--- src/rtl/btb_assoc.sv ---
// btb_assoc: set-associative branch target buffer.
//   Lookup is combinational from registered state. Updates become visible on
//   the cycle after the edge that takes them. There is no bypass.
//   Each way keeps, per set: a valid bit, a tag, a target and a 2-bit
//   saturating counter. Each set keeps a round-robin victim pointer.
// Ports:
//   clk, rst (async, active-low)
//   pc                    -> target_pc, valid, predictedTaken  (lookup)
//   update, update_pc, update_target, update_taken              (training)
//   flush                 synchronous invalidate-all; it beats update

// One way: storage for all sets, plus its read and match ports.
module btb_way #(
  parameter int XLEN  = 32,
  parameter int SETS  = 16,
  parameter int IDX_W = 4,
  parameter int TAG_W = 26
) (
  input  logic             clk,
  input  logic             rst,
  input  logic             flush,
  input  logic [IDX_W-1:0] rd_idx,
  input  logic [TAG_W-1:0] rd_tag,
  output logic             rd_hit,
  output logic [XLEN-1:0]  rd_target,
  output logic [1:0]       rd_ctr,
  input  logic [IDX_W-1:0] up_idx,
  input  logic [TAG_W-1:0] up_tag,
  output logic             up_match,
  output logic             up_valid,
  output logic [1:0]       up_ctr,
  input  logic             wr_en,
  input  logic             wr_target_en,
  input  logic [XLEN-1:0]  wr_target,
  input  logic [1:0]       wr_ctr
);
  logic [SETS-1:0]       vld;
  logic [SETS-1:0][1:0]  ctr;
  logic [TAG_W-1:0]      tag_mem [SETS];
  logic [XLEN-1:0]       tgt_mem [SETS];

  always_ff @(posedge clk or negedge rst) begin
    if (!rst) begin
      vld <= '0;
      ctr <= '0;
    end else if (flush) begin
      vld <= '0;
      ctr <= '0;
    end else if (wr_en) begin
      vld[up_idx] <= 1'b1;
      ctr[up_idx] <= wr_ctr;
    end
  end

  // Tag and target storage is not reset. A stale value is always masked
  // by a cleared valid bit.
  always_ff @(posedge clk) begin
    if (wr_en) begin
      tag_mem[up_idx] <= up_tag;
      if (wr_target_en) tgt_mem[up_idx] <= wr_target;
    end
  end

  assign rd_hit    = vld[rd_idx] && (tag_mem[rd_idx] == rd_tag);
  assign rd_target = tgt_mem[rd_idx];
  assign rd_ctr    = ctr[rd_idx];
  assign up_valid  = vld[up_idx];
  assign up_match  = vld[up_idx] && (tag_mem[up_idx] == up_tag);
  assign up_ctr    = ctr[up_idx];
endmodule

module btb_assoc #(
  parameter int XLEN = 32,
  parameter int SETS = 16,
  parameter int WAYS = 2
) (
  input  logic            clk,
  input  logic            rst,
  input  logic [XLEN-1:0] pc,
  input  logic            update,
  input  logic [XLEN-1:0] update_pc,
  input  logic [XLEN-1:0] update_target,
  input  logic            update_taken,
  input  logic            flush,
  output logic [XLEN-1:0] target_pc,
  output logic            valid,
  output logic            predictedTaken
);
  localparam int IDX_W = $clog2(SETS);
  localparam int TAG_W = XLEN - IDX_W - 2;
  localparam int PTR_W = (WAYS > 1) ? $clog2(WAYS) : 1;

  logic [IDX_W-1:0] rd_idx, up_idx;
  logic [TAG_W-1:0] rd_tag, up_tag;
  assign rd_idx = pc[IDX_W+1:2];
  assign rd_tag = pc[XLEN-1:IDX_W+2];
  assign up_idx = update_pc[IDX_W+1:2];
  assign up_tag = update_pc[XLEN-1:IDX_W+2];

  // The low address bits never matter.
  logic unused;
  assign unused = ^{pc[1:0], update_pc[1:0]};

  logic [WAYS-1:0]            rd_hit, up_match, up_valid, wr_en;
  logic [WAYS-1:0][XLEN-1:0]  rd_target;
  logic [WAYS-1:0][1:0]       rd_ctr, up_ctr;

  logic             up_hit, has_inv, do_wr, alloc;
  logic [PTR_W-1:0] hit_way, inv_way, ptr_cur, wr_way;
  logic [1:0]       hit_ctr, new_ctr;

  // Lookup. The loop scans downward, so the lowest matching way is
  // assigned last and wins.
  always_comb begin
    valid          = 1'b0;
    target_pc      = '0;
    predictedTaken = 1'b0;
    for (int w = WAYS-1; w >= 0; w--) begin
      if (rd_hit[w]) begin
        valid          = 1'b1;
        target_pc      = rd_target[w];
        predictedTaken = rd_ctr[w][1];
      end
    end
  end

  // Update path. Hit detection uses the same lowest-way rule as lookup.
  always_comb begin
    up_hit  = 1'b0;
    hit_way = '0;
    hit_ctr = '0;
    has_inv = 1'b0;
    inv_way = '0;
    for (int w = WAYS-1; w >= 0; w--) begin
      if (up_match[w]) begin
        up_hit  = 1'b1;
        hit_way = PTR_W'(w);
        hit_ctr = up_ctr[w];
      end
      if (!up_valid[w]) begin
        has_inv = 1'b1;
        inv_way = PTR_W'(w);
      end
    end
    wr_way = up_hit ? hit_way : (has_inv ? inv_way : ptr_cur);
    do_wr  = update && !flush && (up_hit || update_taken);
    alloc  = update && !flush && !up_hit && update_taken;
    if (!up_hit)
      new_ctr = 2'b10;
    else if (update_taken)
      new_ctr = (hit_ctr == 2'b11) ? 2'b11 : hit_ctr + 2'b01;
    else
      new_ctr = (hit_ctr == 2'b00) ? 2'b00 : hit_ctr - 2'b01;
  end

  for (genvar w = 0; w < WAYS; w++) begin : g_way
    assign wr_en[w] = do_wr && (wr_way == PTR_W'(w));
    btb_way #(.XLEN(XLEN), .SETS(SETS), .IDX_W(IDX_W), .TAG_W(TAG_W)) u_way (
      .clk          (clk),
      .rst          (rst),
      .flush        (flush),
      .rd_idx       (rd_idx),
      .rd_tag       (rd_tag),
      .rd_hit       (rd_hit[w]),
      .rd_target    (rd_target[w]),
      .rd_ctr       (rd_ctr[w]),
      .up_idx       (up_idx),
      .up_tag       (up_tag),
      .up_match     (up_match[w]),
      .up_valid     (up_valid[w]),
      .up_ctr       (up_ctr[w]),
      .wr_en        (wr_en[w]),
      .wr_target_en (update_taken),
      .wr_target    (update_target),
      .wr_ctr       (new_ctr)
    );
  end

  // The round-robin pointer advances on every allocation, whether or not
  // the victim came from it. A direct-mapped BTB needs no pointer state.
  if (WAYS > 1) begin : g_ptr
    logic [SETS-1:0][PTR_W-1:0] ptr;
    always_ff @(posedge clk or negedge rst) begin
      if (!rst)       ptr <= '0;
      else if (flush) ptr <= '0;
      else if (alloc) ptr[up_idx] <= ptr[up_idx] + PTR_W'(1);
    end
    assign ptr_cur = ptr[up_idx];
  end else begin : g_noptr
    assign ptr_cur = '0;
  end
endmodule

--- config.mk ---
export PLATFORM = sky130hd
export DESIGN_NAME = btb_assoc
export DESIGN_NICKNAME = d
export VERILOG_FILES = /design/src/rtl/btb_assoc.sv
export SDC_FILE = /design/constraint.sdc
export NUM_CORES = 2
export LEC_CHECK = 0
export CELL_PAD_IN_SITES_DETAIL_PLACEMENT = 0
export CELL_PAD_IN_SITES_GLOBAL_PLACEMENT = 1
export CORE_MARGIN = 5
export CORE_UTILIZATION = 49
export CTS_BUF_LIST = sky130_fd_sc_hd__clkbuf_4 sky130_fd_sc_hd__clkbuf_8
export DETAILED_ROUTE_END_ITERATION = 8
export DONT_BUFFER_PORTS = 1
export PLACE_DENSITY_LB_ADDON = 0.1
export SETUP_SLACK_MARGIN = 0.1
export SLEW_MARGIN = 5
export SYNTH_ARGS = -nofsm -noshare
export SYNTH_HDL_FRONTEND = slang
export SYNTH_SLANG_ARGS = --single-unit
--- constraint.sdc ---
create_clock -name clk -period 6.6 [get_ports clk]
set_input_delay 0.66 -clock clk [delete_from_list [all_inputs] [get_ports clk]]
set_output_delay 0.66 -clock clk [all_outputs]
set_load 0.05 [all_outputs]
# [After elaboration in Yosys (flattened, before gate mapping)]
# Memory sizes are Yosys's and may differ from the RTL's.
# Cells that the tools add are included.
[op_classes] n_mux=64 n_reduce_logical=18 eq_ne=5 bitwise=3 add_sub_neg=3 magnitude_cmp=3
[ops] op="32-bit 2-to-1 mux" n=6
[ops] op="26-bit == test" n=4
[ops] op="16-bit 2-to-1 mux" n=6
[ops] op="32-bit bitwise mux" n=2
[ops] op="2-bit binary-select mux with 4-bit select" n=4
[ops] op="16-bit bitwise OR" n=2
[ops] op="1-bit 2-to-1 mux" n=27
[ops] op="2-bit 2-to-1 mux" n=11
[ops] op="1-bit binary-select mux with 4-bit select" n=5
[ops] op="16-bit bitwise mux" n=1
[ops] op="1-bit logical AND" n=11
[ops] op="4-bit by 5-bit less-than comparator with 1-bit output (second input constant)" n=2
[ops] op="2-bit demux with 4-bit select" n=1
[ops] op="2-bit nonzero test" n=3
[ops] op="1-bit demux with 4-bit select" n=1
[ops] op="4-bit by 1-bit >= comparator with 1-bit output (second input constant)" n=1
[ops] op="2-bit by 1-bit adder with 2-bit output (second input constant)" n=1
[ops] op="2-bit == test (second input constant)" n=1
[ops] op="1-bit logical NOT" n=2
[ops] op="2-bit logical NOT" n=1
[ops] op="2-bit by 1-bit subtractor with 2-bit output (second input constant)" n=1
[ops] op="1-bit adder (second input constant)" n=1
[ops] op="1-bit logical OR" n=1
[ops] op="1-bit NOT" n=1
[word_totals] ff_bits=112 ram_bits=1856 inputBits=101 n_memories=4 out_inout_bits=34 word_cells=150
[mem_list] memory="g_way[0].u_way.tgt_mem" depth=16 width=32 read_ports=1 rd_clocked_by_memory_dff=0 wr=1 line_no="40" source="logic [XLEN-1:0] tgt_mem [SETS];"
[mem_list] memory="g_way[1].u_way.tgt_mem" depth=16 width=32 read_ports=1 rd_clocked_by_memory_dff=0 wr=1 line_no="40"
[mem_list] memory="g_way[0].u_way.tag_mem" depth=16 width=26 read_ports=2 rd_clocked_by_memory_dff=0 wr=1 line_no="39" source="logic [TAG_W-1:0] tag_mem [SETS];"
[mem_list] memory="g_way[1].u_way.tag_mem" depth=16 width=26 read_ports=2 rd_clocked_by_memory_dff=0 wr=1 line_no="39"

# [Logic depth before layout (Yosys ltp)]
[depth] ltp_word=12 ltp_mapped=17 mapped_depth_nobuf=11

# [By module]
# Synthesis repeated with hierarchy kept, for this count alone.
[unflattened] cells_unflattened=4291 hier_area_um2=86377.8
[modules_own_cells] module="btb_way at g_way[0].u_way" cells_each=2078 area_per_inst_um2=42484.5 instances=1 seq_area_each_um2=29067.9
[modules_own_cells] module="btb_way at g_way[1].u_way" cells_each=2049 area_per_inst_um2=42334.4 instances=1 seq_area_each_um2=29067.9
[modules_own_cells] module="btb_assoc" cells_each=164 area_per_inst_um2=1559.0 instances=1 seq_area_each_um2=400.4

# [Worst setup path before layout]
# OpenSTA, ideal clock, no wires.
[synth_timing] path_kind="input port to flip-flop" from="input update_pc[3]" to="memory g_way[1].u_way.tgt_mem[0][0], enable pin" stages=14 required_time_ns=6.179 setup_ns=0.421 n_path_buf=4 t_arrival_ns=4.688 setup_slack_ns=1.491 cell_sequence="buf_6 -> buf_2 -> buf_4 -> mux4_2 -> mux4_2 -> xnor2_1 -> nand2_1 -> nor3b_1 -> and4_1 -> o2111ai_1 -> o21ai_0 -> nand4_1 -> clkbuf_1 -> nor2_1"
[synth_via] elab_chain_cells=10 elab_cells_between_ends=25 classes_between="eq/ne: 2; mux: 16; reduce/logical: 5; memory: 2"
[synth_lines] element="from (decl)" line_no="81" source="input logic [XLEN-1:0] update_pc,"
[synth_lines] element="memory 16 x 26 bit or 1-bit binary-select mux with 4-bit select (tied branches)"
[synth_lines] element="26-bit == test or 1-bit 2-to-1 mux (tied branches)" line_no="68, 67"
[synth_lines] element="1-bit logical AND" line_no="68" source="assign up_match = vld[up_idx] && (tag_mem[up_idx] == up_tag);"
[synth_lines] element="1-bit 2-to-1 mux (2 in series)" line_no="135" source="if (up_match[w]) begin"
[synth_lines] element="1-bit logical OR" line_no="146" source="do_wr = update && !flush && (up_hit || update_taken);"
[synth_lines] element="1-bit logical AND" line_no="146"
[synth_lines] element="1-bit logical AND" line_no="157" source="assign wr_en[w] = do_wr && (wr_way == PTR_W'(w));"
[synth_lines] element="1-bit 2-to-1 mux" line_no="58" source="if (wr_en) begin"
[synth_lines] element="1-bit 2-to-1 mux (implied by the code)" line_no="60" source="if (wr_target_en) tgt_mem[up_idx] <= wr_target;"
[synth_lines] element="to (decl)" line_no="40"
# Several ways; a longest one is shown, not always the timed one. The select of a mux whose other input is x is not followed.

# [Final worst setup path]
[layout_timing] from="input pc[2]" to="output target_pc[7]"
[layout_via] elab_chain_cells=5 elab_cells_between_ends=14 classes_between="eq/ne: 2; mux: 6; reduce/logical: 2; memory: 4"
[layout_lines] element="from (decl)" line_no="79" source="input logic [XLEN-1:0] pc,"
[layout_lines] element="memory 16 x 26 bit or 1-bit binary-select mux with 4-bit select (tied branches)"
[layout_lines] element="26-bit == test or 1-bit 2-to-1 mux (tied branches)" line_no="64" source="assign rd_hit = vld[rd_idx] && (tag_mem[rd_idx] == rd_tag);"
[layout_lines] element="1-bit logical AND" line_no="64"
[layout_lines] element="32-bit 2-to-1 mux" line_no="119" source="if (rd_hit[w]) begin"
[layout_lines] element="32-bit 2-to-1 mux *" line_no="119"
[layout_lines] element="to (decl)" line_no="85" source="output logic [XLEN-1:0] target_pc,"
# Mark *: on every way between the ends. The rest lies on a longest branch, timed or not. The select of a mux whose other input is x is not followed.

==> impl_metrics.py <==
metrics = {
    "timing": {
        "holdWs_ns": 0.1931,
        "setup_viol": 6,
        "clock_skew_ns": 0.06806,
        "drv_slew": 459,
        "worst_pin_slew_ns": 3.671,
        "setup_ws_ns": -0.2292,
        "clock.fmax_mhz": 146.4,
        "rsz0062_at_grt": "false",
        "hold_viol": 0,
        "min_period_ns": 6.829,
        "relSlewSlack": -1.447,
        "final.period_utilization": 1.035,
    },
    "yosys": {
        "async_flop_share": 0.05691,
        "synth_top_family_by_area": "multiplexers",
        "yosys.area.top_type_share": 0.6570,
        "synthCells": 4040,
        "synth_flop_cell": "edfxtp_1",
        "yosysUniqueCellTypes": 79,
        "seq_area_frac_synth": 0.6900,
        "netlist_top_cells_count": "edfxtp_1, mux4_2, mux2i_1",
        "synth_area_um2": 84830,
        "synth_compound_area_frac": 0.02239,
        "ys_warn_count": 0,
        "synth_most_common_cell": "edfxtp_1",
        "synth_xor_area_frac": 0.01125,
        "synth-simple-area-share": 0.02205,
        "synth_seq_cells": 1968,
        "synth_top_cell_by_area": "edfxtp_1",
        "synthAdderAreaFrac": 0.0004720,
        "synth-edff-count": 1856,
        "muxShareOfSynthArea": 0.2345,
        "netlist_top_cells_area": "edfxtp_1, mux4_2, dfrtp_1, mux2i_1, xnor2_1",
        "avgSynthCellArea_um2": 21.00,
        "synth_nets": 4141,
    },
    "critical_path": {
        "cp.required_ns": 5.94,
        "crit_fanout": 480,
        "reg2reg_depth": 10,
        "critical_path.startpoint": "pc[2]",
        "cp-end-kind": "primary output",
        "critPathLaunchType": "primary input",
        "r2r_start": "g_way[1].u_way.tag_mem[11][11]$_DFFE_PP_",
        "crit_type": "in -> out",
        "crit_arrival_ns": 6.17,
        "reg2reg_slack_ns": 1.69,
    },
    "clock_tree": {
        "post_cts_resized": 0,
        "cts.sinks": 1968,
        "cts_root_buf": "clkbuf_8",
        "clock_path_buffers": 4,
        "cts_tree": "built",
        "cts_buffers": 344,
        "path_clk_slew_ns": 0.05,
        "clock_latency_ns": 1.06,
        "htreeDepth": 5,
    },
    "cells_and_area": {
        "seq_area_um2": 58540,
        "drive_gt1_frac": 0.3440,
        "fin_nets": 4437,
        "fillerInstances": 13180,
        "multi_input_area_um2": 25050,
        "synthToLayoutAreaGrowth_pct": 12.87,
        "final_cells": 6888,
    },
    "min_path": {
        "min_from": "flush",
        "hold_depth": 4,
        "hold_path.class": "in -> reg",
    },
    "power": {
        "peakVddDrop_v": 0.0002265,
        "p_leak_nw": 30.55,
        "power_density_nw_per_um2": 268.6,
    },
    "grt": {
        "top_usage_layer": "met2",
        "use_met3": 0.05194,
        "antenna_found_initial": 15,
        "grt_pass1_vias": 45380,
        "grtUsageMet1": 0.3627,
        "grt_max_degree": 481,
        "grt_remaining_overflow": 0,
        "grt_pass1_wl_mm": 345.9,
        "grt_usage": 0.2713,
        "gr-usage-met2": 0.4488,
    },
    "detailed_routing": {
        "finalWirelength_mm": 244.4,
        "drt-wirelength-per-cell_um": 35.48,
        "ant_nets": 0,
        "drt-initial-drc-count": 4409,
        "drc_errors": 0,
        "vias": 43930,
        "avgViaCountPerCell": 6.378,
        "dr.pass1.iters": 5,
    },
    "floorplan": {
        "die_h_um": 426.1,
        "dieArea_um2": 181500,
        "fp-row-count": 152,
        "initial_core_util": 0.4934,
        "core_um2": 171900,
        "die_w_um": 426.1,
        "ios": 135,
    },
    "run_status": {
        "status": "finished, violations left",
        "failed_checks": "max-slew violations, negative setup slack",
    },
    "placement": {
        "hpwlAfterDp_mm": 123.0,
        "dp_cells": 6211,
        "io_buffer_count": 0,
        "gp_congestion": 0.8026,
    },
    "run": {
        "max_cap_viol_count": 0,
    },
}
==> metal layers <==
layer	vias up	share of wire
li1	17800	-
met1	23910	0.40
met2	1750	0.50
met3	462	0.066
met4	6	0.039
met5	-	0.00014
==> stage by stage <==
| stage | power (mW) | TNS [ns] | utilization | area (um2) | setup slack [ns] |
|---|---|---|---|---|---|
| 2_1_floorplan | 14.97 | 0 | - | 84830 | 1.491 |
| 3_3_place_gp | 14.99 | 0 | 0.5128 | 88170 | 0.8533 |
| 3_5_place_dp | 14.98 | 0 | 0.5128 | 88170 | 0.9322 |
| 4_1_cts | 25.86 | 0 | 0.5564 | 95660 | 0.3858 |
| 5_1_grt | 26.59 | 0 | 0.5568 | 95730 | 0.1772 |
| 6_report | 25.72 | -0.5951 | 0.5569 | 95750 | -0.2292 |
==> power by group <==
part | internal [mW] | switching [mW] | leakage (nW)
logic | 0.710 | 0.674 | 8.92
registers | 13.7 | 0.00792 | 18.2
clock network | 5.81 | 4.83 | 3.38
total | 20.2 | 5.51 | 30.5
==> worst max-delay path, cell delays in order <==
cell      delay [ns]
mux4_2          1.10
nor2b_1         0.15
a211oi_1        0.24
a21oi_1         0.08
xnor2_1         0.41
nand4_1         0.16
nor4_1          0.34
nand4_1         0.75
buf_4           0.50
nand2b_1        0.17
o21ai_1         0.41
buf_4           0.29
==> state kept, by name, indices dropped and copies added (netlist names) <==
| register | count |
|---|---|
| g_way.u_way.ctr | 64 |
| g_way.u_way.tag_mem | 832 |
| g_way.u_way.vld | 32 |
| g_way.u_way.tgt_mem | 1024 |
| g_ptr.ptr | 16 |
==> kinds of logic after synthesis <==
kind of cell | Yosys count
compound gates | 268
xor+xnor | 109
fa+ha+maj | 4
buf+inv | 304
flops | 1968
mux | 1002
simple gates | 385
==> final cells by class <==
type / instances / share of cell area
antenna: 14 / 0.0003659
clock buffer: 468 / 0.06028
timing repair buffer: 227 / 0.02883
inverter: 27 / 0.001058
clock inverter: 106 / 0.006259
tap: 2310 / 0.03019
multi-input combinational: 1768 / 0.2617
sequential: 1968 / 0.6114
==> final timing paths <==
check,to
max in group asynchronous,g_way[1].u_way.ctr[16]$_DFFE_PN0P_
worst max register to register,g_way[1].u_way.tag_mem[4][13]$_DFFE_PP_
worst max-delay path,target_pc[7]
min in group asynchronous,g_way[0].u_way.ctr[20]$_DFFE_PN0P_
worst min register to register,g_way[1].u_way.vld[14]$_DFFE_PN0P_
worst min-delay path,g_way[0].u_way.ctr[24]$_DFFE_PN0P_
==> cells in the final DEF (no fill, tap or decap), drive strengths merged, types with 6 or more instances in the layout <==
cell	netlist	final
o21a	29	29
buf	176	164
nand2b	41	41
mux2i	187	187
a211oi	13	13
inv	24	29
xnor2	87	87
nor2	70	70
and2	6	6
edfxtp	1856	1856
a21oi	42	42
o221ai	6	6
clkinv	3	94
a221oi	12	12
a311oi	13	13
mux4	785	785
mux2	30	30
a22oi	43	43
nor3	11	11
diode	0	14
nand2	154	154
xor2	22	22
o22ai	14	14
o21ai	42	42
dlygate4sd3	0	63
dfrtp	112	112
nor4	12	12
nand4	21	21
nand3	11	11
clkbuf	101	468
a31oi	8	8
nor2b	21	21
and3	19	19
==> timing repair <==
action	4_1_cts	5_1_grt
buffers inserted	0	0
hold buffers	87	0
endpoints found under the hold margin	1985	0
(Power assumes the default switching activity.)
